File: src/rtl/minterm_extractor.sv
// Sweeps a combinational function through every input vector and rebuilds its minterm mask.
// Optional MINTERM_STREAM_EN adds a per-minterm stream (mt_valid/mt_index).
module minterm_extractor #(
    parameter int unsigned N_IN   = 3,
    parameter int unsigned SETTLE = 1
) (
    input  logic                 clk,
    input  logic                 reset,
    input  logic                 start,
    input  logic [2**N_IN-1:0]   expected,
    input  logic                 dut_out,
    output logic [N_IN-1:0]      dut_in,
    output logic                 busy,
    output logic                 done,
    output logic [2**N_IN-1:0]   minterms,
    output logic                 match,
`ifdef MINTERM_STREAM_EN
    output logic                 mt_valid,
    output logic [N_IN-1:0]      mt_index,
`endif
    output logic [N_IN:0]        count
);

    localparam int unsigned IdxW = N_IN;
    localparam int unsigned CntW = N_IN + 1;
    localparam logic [IdxW-1:0] LastIdx   = IdxW'(2**N_IN - 1);
    localparam logic [3:0]      SettleCnt = 4'(SETTLE);

    typedef enum logic [1:0] {StIdle, StHold, StDone} state_e;

    state_e              state_q;
    logic [IdxW-1:0]     idx_q;
    logic [3:0]          cnt_q;
    logic [2**N_IN-1:0]  sampled_mask;

    // Mask including the bit being sampled this edge, so match sees the final vector.
    always_comb begin
        sampled_mask        = minterms;
        sampled_mask[idx_q] = dut_out;
    end

    always_ff @(posedge clk) begin
        if (reset) begin
            state_q  <= StIdle;
            dut_in   <= '0;
            busy     <= 1'b0;
            done     <= 1'b0;
            minterms <= '0;
            match    <= 1'b0;
            count    <= '0;
            idx_q    <= '0;
            cnt_q    <= '0;
`ifdef MINTERM_STREAM_EN
            mt_valid <= 1'b0;
            mt_index <= '0;
`endif
        end else begin
`ifdef MINTERM_STREAM_EN
            mt_valid <= 1'b0;
`endif
            unique case (state_q)
                StIdle: begin
                    if (start) begin
                        dut_in   <= '0;
                        idx_q    <= '0;
                        cnt_q    <= SettleCnt;
                        minterms <= '0;
                        count    <= '0;
                        match    <= 1'b0;
                        busy     <= 1'b1;
                        state_q  <= StHold;
                    end
                end
                StHold: begin
                    if (cnt_q != 4'd0) begin
                        cnt_q <= cnt_q - 4'd1;
                    end else begin
                        minterms <= sampled_mask;
                        count    <= count + CntW'(dut_out);
`ifdef MINTERM_STREAM_EN
                        if (dut_out) begin
                            mt_valid <= 1'b1;
                            mt_index <= idx_q;
                        end
`endif
                        if (idx_q == LastIdx) begin
                            state_q <= StDone;
                            done    <= 1'b1;
                            busy    <= 1'b0;
                            dut_in  <= '0;
                            match   <= (sampled_mask == expected);
                        end else begin
                            idx_q  <= idx_q + IdxW'(1);
                            dut_in <= idx_q + IdxW'(1);
                            cnt_q  <= SettleCnt;
                        end
                    end
                end
                StDone: begin
                    done    <= 1'b0;
                    state_q <= StIdle;
                end
                default: state_q <= StIdle;
            endcase
        end
    end

endmodule

File: config.mk
export PLATFORM = sky130hd
export DESIGN_NAME = minterm_extractor
export DESIGN_NICKNAME = d
export VERILOG_FILES = /design/src/rtl/minterm_extractor.sv
export SDC_FILE = /design/constraint.sdc
export NUM_CORES = 1
export LEC_CHECK = 0
export CORE_MARGIN = 2
export CORE_UTILIZATION = 40
export DETAILED_ROUTE_END_ITERATION = 8
export PLACE_DENSITY = 0.77
export REMOVE_ABC_BUFFERS = 1
export SLEW_MARGIN = 15
export SYNTH_ARGS = -nofsm -noshare
export SYNTH_HDL_FRONTEND = slang
export SYNTH_SLANG_ARGS = --single-unit
File: constraint.sdc
create_clock -name clk -period 1.7 [get_ports clk]
set_input_delay 0.34 -clock clk [delete_from_list [all_inputs] [get_ports clk]]
set_output_delay 0.34 -clock clk [all_outputs]
set_load 0.01 [all_outputs]
=== Yosys cells after proc, flatten, opt, wreduce, memory -nomap -nowiden ===
Cells that the tools add are included.

* Add/sub/neg operators: 3
* Magnitude comparators: 2
* Eq/ne operators: 9
* Mux-type cells: 35
* Reductions and logical operators: 11

{| class="wikitable"
|+ Operator list
! cell !! count
|-
| 4-bit two-way mux || 5
|-
| 8-bit two-way mux || 2
|-
| 4-bit one-hot mux with 2 select lines || 2
|-
| 8-bit one-hot mux with 2 select lines || 1
|-
| 3-bit two-way mux || 5
|-
| 3-bit one-hot mux with 2 select lines || 2
|-
| 3-bit AND reduction || 4
|-
| 1-bit two-way mux || 9
|-
| 8-bit bitwise mux || 1
|-
| 8-bit equality test || 1
|-
| 2-bit inequality test, second input constant || 4
|-
| 4-bit AND reduction || 2
|-
| 2-bit two-way mux || 3
|-
| 1-bit one-hot mux with 2 select lines || 3
|-
| 4-bit by 1-bit adder with 4-bit output || 1
|-
| 3-bit by 4-bit less-than comparator with 1-bit output, second input constant || 1
|-
| 2-bit one-hot mux with 2 select lines || 1
|-
| 2-bit nonzero test || 2
|-
| 4-bit nonzero test || 1
|-
| 4-bit by 1-bit subtractor with 4-bit output, second input constant || 1
|-
| 3-bit by 1-bit adder with 3-bit output, second input constant || 1
|-
| 1-bit demux with 3-bit select || 1
|-
| 3-bit equality test, second input constant || 1
|-
| 3-bit by 1-bit greater-or-equal comparator with 1-bit output, second input constant || 1
|-
| other kinds (5) || 5
|}

* Flip-flop bits (word level): 27
* Input bits: 12
* Output and inout port bits: 18
* Word-level logic and storage cells: 69

=== Logic depth before layout (Yosys ltp) ===
Gate-level depths: netlist of the first run.

* Depth in word-level cells: 9
* Mapped depth: 8
* Gate-level depth less buffers: 7

=== Least setup slack after synthesis of the first run ===
OpenSTA, ideal clock, no wires.

* Kind: reg2reg
* Start point: register cnt_q[0]
* End point: register idx_q[2]
* Setup time: 0.095 ns
* Arrival time: 1.705 ns
* Data required time: 1.605 ns
* Path slack: -0.101 ns
* Cell stages (with the launch flop): 7
* Buffers on the path: 0
* Clock period less this slack: 1.801 ns
* Cells stage by stage: dfxtp_1 inv_1 ha_1 nor3b_2 a311oi_1 o21ai_0 a221oi_1

* Word-level cells in the longest chain between the ends: 3

{| class="wikitable"
|+ RTL lines
! what !! line !! source
|-
| start, declared || 33 || <nowiki>logic [3:0] cnt_q;</nowiki>
|-
| start signal, assigned || 66 || <nowiki>cnt_q <= SettleCnt;</nowiki>
|-
| start signal, assigned || 76 || <nowiki>cnt_q <= cnt_q - 4'd1;</nowiki>
|-
| start signal, assigned || 95 || <nowiki>cnt_q <= SettleCnt;</nowiki>
|-
| 4-bit nonzero test || 75 || <nowiki>if (cnt_q != 4'd0) begin</nowiki>
|-
| 2-bit inequality test (no source line) || n/a ||
|-
| 4-bit AND reduction (no source line) || n/a ||
|-
| end signal, assigned || 93 || <nowiki>idx_q <= idx_q + IdxW'(1);</nowiki>
|-
| end, declared || 32 || <nowiki>logic [IdxW-1:0] idx_q;</nowiki>
|}

No other way between the ends.
A chain may end at the register's enable or synchronous reset.

=== Final worst setup path of the first run ===
* Start point: register cnt_q[0]
* End point: register match

* Word-level cells in the longest chain between the ends: 3

{| class="wikitable"
|+ RTL lines
! what !! line !! source
|-
| 4-bit nonzero test || 75 ||
|-
| 2-bit inequality test (no source line) || n/a ||
|-
| 4-bit AND reduction (no source line) || n/a ||
|-
| end signal, assigned || 91 || <nowiki>match <= (sampled_mask == expected);</nowiki>
|-
| end, declared || 16 || <nowiki>output logic match,</nowiki>
|}

No other way between the ends.

==> out/results.ini, run 1 <==
[outcome]
status = finished, violations left
violations = negative setup slack

[pwr]
leakagePower_uw = 0.000812
power_density_nw_per_um2 = 650
ir_worst_vdd_uv = 555

[worst_setup_path]
path_max_fanout = 3
ff2ff_setup_slack_ps = -90
crit_required_ps = 1890
cp-end-kind = flip-flop
path_class = reg2reg
regToRegEndpoint = match$_SDFFE_PP0P_
worst_ep_arrival_time_ps = 1980
worstSetupStartpointType = flip-flop
worstRegToRegCells = 7
r2r-start = cnt_q[0]$_SDFFE_PP0P_
crit_start = cnt_q[0]$_SDFFE_PP0P_

[final_layout]
final_cell_area_um2 = 2150
syn_to_final_growth_pct = 43.2
n_antenna_cell = 0
seq_area_um2 = 546
nNetsFinal = 248
final_cells = 277
nFillCells = 355
multiInputGateArea_um2 = 925
fin_util_pct = 59.1
drive_above_1_share_pct = 27.5

[timing]
fin_crit_sh_pct = 105
hold_viol = 0
drv_slew = 0
fin_crit_ps = 1790
setup_tns_ps = -87.6
worst_pin_slew_ps = 320
setup_slack_ps = -87.6
setup_viol = 1
fmax_ghz = 0.559
slew_headroom_pct = 78.5
finalClockSkew_ps = 6.24
rsz0062_at_grt = yes

[clocking]
h-tree-depth = 1
ctsHoldBuffers = 0
cts_buffer_depth = 2
ctsRootBufferMaster = clkbuf_8
cts.clk_slew.worst_paths_ps = 90
cts.sinks = 27
clkLatencyLatePin_ps = 270
cts_tree = built
cts_buffers = 3

[detailed_routing]
wl_per_cell_um = 13.7
finalWirelength_um = 3800
drc_errors = 0
dr.pass1.iters = 4
ant_nets = 0
viasPerCell = 5.17
drtIter0Drc = 79
vias = 1431

[global_routing]
grt_use_total_pct = 19.1
grt_pass1_wl_um = 6440
grt_max_degree = 28
grt_pass1_vias = 1441
antenna_found_initial = 0
grt-ovfl-total = 0

[floorplanning]
dieArea_um2 = 4260
rows = 22
ios = 30
start_util_pct = 41.3
dieWidth_um = 65.2
fp.dieH_um = 65.2
fp.coreArea_um2 = 3630

[yosys]
yosysTopAreaCell = dfxtp_1
synth_flop_cell = dfxtp_1
avgSynthCellArea_um2 = 8.77
synth_edf_count = 0
seq_area_frac_synth_pct = 36.0
yosysWarnings = 0
synth.most_common_cell = dfxtp_1
synth_commonest_cells = 27 x dfxtp_1, 18 x nor2_1, 15 x nand2_1, 13 x o21ai_0, 12 x a21oi_1
synth_cells = 171
netlist.area_leader.share_pct = 36.0
synth_cell_type_count = 40
synth_area_um2 = 1500
async_flop_share_pct = 0
ys_top_cells_by_area = dfxtp_1 36%, ha_1 5.0%, xor2_1 4.7%
ys_ff_latch = 27

[place]
dp.cells = 270
gp_congestion = 0.830
io_buffers = 29
hpwl_um = 2660
place_area_um2 = 2010
place_ws_ps = -286

[min_path]
hold_end = dut_in[2]$_SDFFE_PP0P_
hold_path_depth = 2
hold_path.class = reg2reg
holdCritStartpoint = dut_in[2]$_SDFFE_PP0P_

[flow_run]
drv_cap = 0

[stage by stage]
stage / hold WS, ps / total power, uW
after floorplan: 409 / 824
after global placement: 446 / 999
after detailed placement: 451 / 1010
after CTS: 465 / 1390
after global routing: 483 / 1480
final: 460 / 1400
[worst max-delay path by stage]
stage | depth (start not counted) | slack [ps] | to
floorplan | 5 | -130 | idx_q[2]$_SDFFE_PP0P_
global placement | 6 | -220 | match$_SDFFE_PP0P_
detailed placement | 6 | -290 | match$_SDFFE_PP0P_
CTS | 7 | -70 | match$_SDFFE_PP0P_
global route | 7 | -150 | match$_SDFFE_PP0P_
finish | 7 | -90 | match$_SDFFE_PP0P_
[layout by cell type, fill, tap and decap left out, types with 2 or more instances in the layout]
cell / netlist / layout
o21ai_0: 13 / 11
nor2b_1: 3 / 3
dfxtp_2: 0 / 4
nor3b_2: 1 / 2
o21a_1: 2 / 2
mux2i_1: 6 / 6
clkbuf_8: 1 / 3
inv_2: 0 / 2
nand2_2: 0 / 2
a211oi_1: 2 / 2
nand2_1: 15 / 13
a22oi_1: 6 / 6
dfxtp_1: 27 / 23
nor3_1: 4 / 4
nand4_1: 2 / 2
nor2_1: 18 / 17
inv_1: 6 / 4
nand3b_1: 5 / 5
buf_4: 1 / 32
xor2_1: 8 / 8
clkdlybuf4s50_1: 0 / 29
and3b_2: 3 / 3
ha_1: 6 / 4
xnor2_1: 2 / 2
nand3_1: 5 / 5
a21oi_1: 12 / 12
[power breakdown]
| group | switching, uW | internal (uW) |
|---|---|---|
| Clock | 195 | 168 |
| Combinational | 164 | 190 |
| Sequential | 25.0 | 654 |
| Total | 384 | 1010 |
[cell families after synthesis]
| logic type | after synthesis | synth area share, % |
|---|---|---|
| simple gates | 66 | 24.5 |
| compound gates | 42 | 17.8 |
| flops | 27 | 36.0 |
| buf+inv | 14 | 6.84 |
| xor+xnor | 10 | 5.84 |
| mux | 6 | 4.00 |
| fa+ha+maj | 6 | 5.00 |
[flip-flops by register name (all words and copies together), names as in the netlist]
register  cells
minterms      8
idx_q         3
match         1
busy          1
done          1
state_q       2
dut_in        3
cnt_q         4
count         4
[area by class of cell]
| type | count | share of cell area [%] |
|---|---|---|
| Tap cell | 48 | 2.80 |
| Multi-Input combinational cell | 130 | 43.0 |
| Sequential cell | 27 | 25.4 |
| Timing Repair Buffer | 62 | 25.6 |
| Inverter | 6 | 1.05 |
| Clock buffer | 4 | 2.10 |
[critical path: stages (launching register included)]
cell	delay (ps)
dfxtp_2	330
inv_2	70
ha_4	130
nor3b_4	250
and2_4	200
nand2_2	60
or4_4	510
o31ai_2	170
[routing by layer]
metal  track usage [%]  share of wire, %  vias up
met4              3.91              0.58        0
li1                  -                 -      727
met3              4.28               3.4        2
met5                 0                 0        -
met1              23.9                46      676
met2              33.5                50       26
[what timing repair did]
action,in CTS,in global routing
resized for setup,13,10
pin swaps,1,2
buffers inserted,2,1
endpoints found under the hold margin,0,0
setup endpoints to repair,16,18
Power figures use the tool's default switching activity.
==> run 2: changes to the inputs <==
--- a/config.mk
+++ b/config.mk
@@ -8,7 +8,7 @@
 export CORE_MARGIN = 2
 export CORE_UTILIZATION = 40
 export DETAILED_ROUTE_END_ITERATION = 8
-export PLACE_DENSITY = 0.77
+export PLACE_DENSITY = 0.68
 export REMOVE_ABC_BUFFERS = 1
 export SLEW_MARGIN = 15
 export SYNTH_ARGS = -nofsm -noshare
==> out/results.ini, run 2 (synthesized netlist as in run 1, its figures left out) <==
[final_layout]
largest-register = minterms
largest_reg_flops = 8
syn_to_final_growth_pct = 42.5
nNetsFinal = 248
final_cell_area_um2 = 2140
n_antenna_cell = 0
seq_area_um2 = 546
multiInputGateArea_um2 = 926
top_regs = minterms x8, cnt_q x4, count x4
nFillCells = 346
drive_above_1_share_pct = 26.6
layout_common_cells = 33 x buf_4, 29 x clkdlybuf4s50_1, 23 x dfxtp_1
final_common_cell = buf_4

[timing]
fmax_ghz = 0.552
setup_viol = 3
hold_viol = 0
setup_slack_ps = -111
rsz0062_at_grt = yes
fin_crit_sh_pct = 107
worst_pin_slew_ps = 464
slew_headroom_pct = 68.7
finalClockSkew_ps = 7.51
setup_tns_ps = -195
fin_crit_ps = 1810
drv_slew = 0

[floorplanning]
ios = 30
rows = 22
fp.coreArea_um2 = 3630
dieWidth_um = 65.2
start_util_pct = 41.3
fp.dieH_um = 65.2
dieArea_um2 = 4260

[place]
place_area_um2 = 2000
hpwl_um = 2750
gp_congestion = 0.819
io_buffers = 29

[detailed_routing]
wl_per_cell_um = 13.3
drc_errors = 0
dr.pass1.iters = 4
finalWirelength_um = 3690
ant_nets = 0
vias = 1439
drtIter0Drc = 43
viasPerCell = 5.19

[clocking]
cts_buffer_depth = 2
cts.sinks = 27
cts_buffers = 3
h-tree-depth = 1
ctsRootBufferMaster = clkbuf_8
clkLatencyLatePin_ps = 270
cts.clk_slew.worst_paths_ps = 90
cts_tree = built

[worst_setup_path]
worstSetupStartpointType = flip-flop
worst_ep_arrival_time_ps = 2010
path_max_fanout = 3
crit_chain = inv_2, ha_4, nor3b_4, and2_4, nand2_2, or4_4, o31ai_4
cp-end-kind = flip-flop
crit_required_ps = 1900
cp_slowest_cell = or4_4
path_class = reg2reg
worstRegToRegCells = 7
critPathMaxStageDelay_ps = 550

[pwr]
ir_worst_vdd_uv = 431
power_density_nw_per_um2 = 650
total_power_uw = 1390
leakagePower_uw = 0.000808

[global_routing]
grt_max_degree = 28
grt_pass1_wl_um = 6150
grt_pass1_vias = 1445
antenna_found_initial = 0
grt-ovfl-total = 0
grt_use_total_pct = 18.5

[flow_run]
drv_cap = 0

[min_path]
hold_path.class = reg2reg
hold_path_depth = 2

[outcome]
violations = negative setup slack
status = finished, violations left

run 2: cell counts in the layout (fill, tap and decap cells not counted):
Identical to the previous run, type by type.
run 2: through the flow:
step                      std cells  hold slack (ps)  util (%)  worst slack, ps
after floorplan                 163              409         -             -135
after global placement          270              448      54.9             -174
after detailed placement        270              450      54.9             -261
after CTS                       275              461      57.3             -115
after global routing            277              479      58.8             -166
final                           277              455      58.8             -111
run 2: area by class of cell:
cell class | instances | area share (%)
multi-input combinational | 130 | 43.3
sequential | 27 | 25.5
timing repair buffer | 62 | 25.2
tap | 48 | 2.81
clock buffer | 4 | 2.11
inverter | 6 | 1.05
run 2: worst max-delay path: cells and delay by family (launching register included):
family	cells	cell delay (ps)
buf+inv	1	70
simple gates	4	1020
fa+ha+maj	1	140
flops	1	330
compound gates	1	180
run 2: report_power, final:
group / switching (uW) / internal [uW] / total [uW] / leakage (uW)
clock network: 192 / 168 / 360 / 0.0000228
registers: 22.6 / 654 / 676 / 0.000221
logic: 162 / 190 / 352 / 0.000565
total: 377 / 1010 / 1390 / 0.000808
run 2: layer usage:
layer  share of wire, %  up-vias  GRT usage, %  wire, um
met5                  0        -             0         0
met4                1.8        0          7.81        68
met3                2.8        6          3.42       104
met2                 51       25          33.0      1900
met1                 44      683          21.4      1620
li1                   -      725             -         -
run 2: final timing paths:
| check | startpoint | endpoint | slack (ps) |
|---|---|---|---|
| hold / removal | dut_in[2]$_SDFFE_PP0P_ | dut_in[2]$_SDFFE_PP0P_ | 460 |
| setup reg to reg | cnt_q[0]$_SDFFE_PP0P_ | match$_SDFFE_PP0P_ | -110 |
| setup / recovery | cnt_q[0]$_SDFFE_PP0P_ | match$_SDFFE_PP0P_ | -110 |
| hold reg to reg | dut_in[2]$_SDFFE_PP0P_ | dut_in[2]$_SDFFE_PP0P_ | 460 |
run 2: what timing repair did:
item | CTS | global route
pin swaps | 2 | 3
gates resized for setup | 12 | 9
setup endpoints to repair | 12 | 20
hold buffers | 0 | 0
buffers inserted | 1 | 2
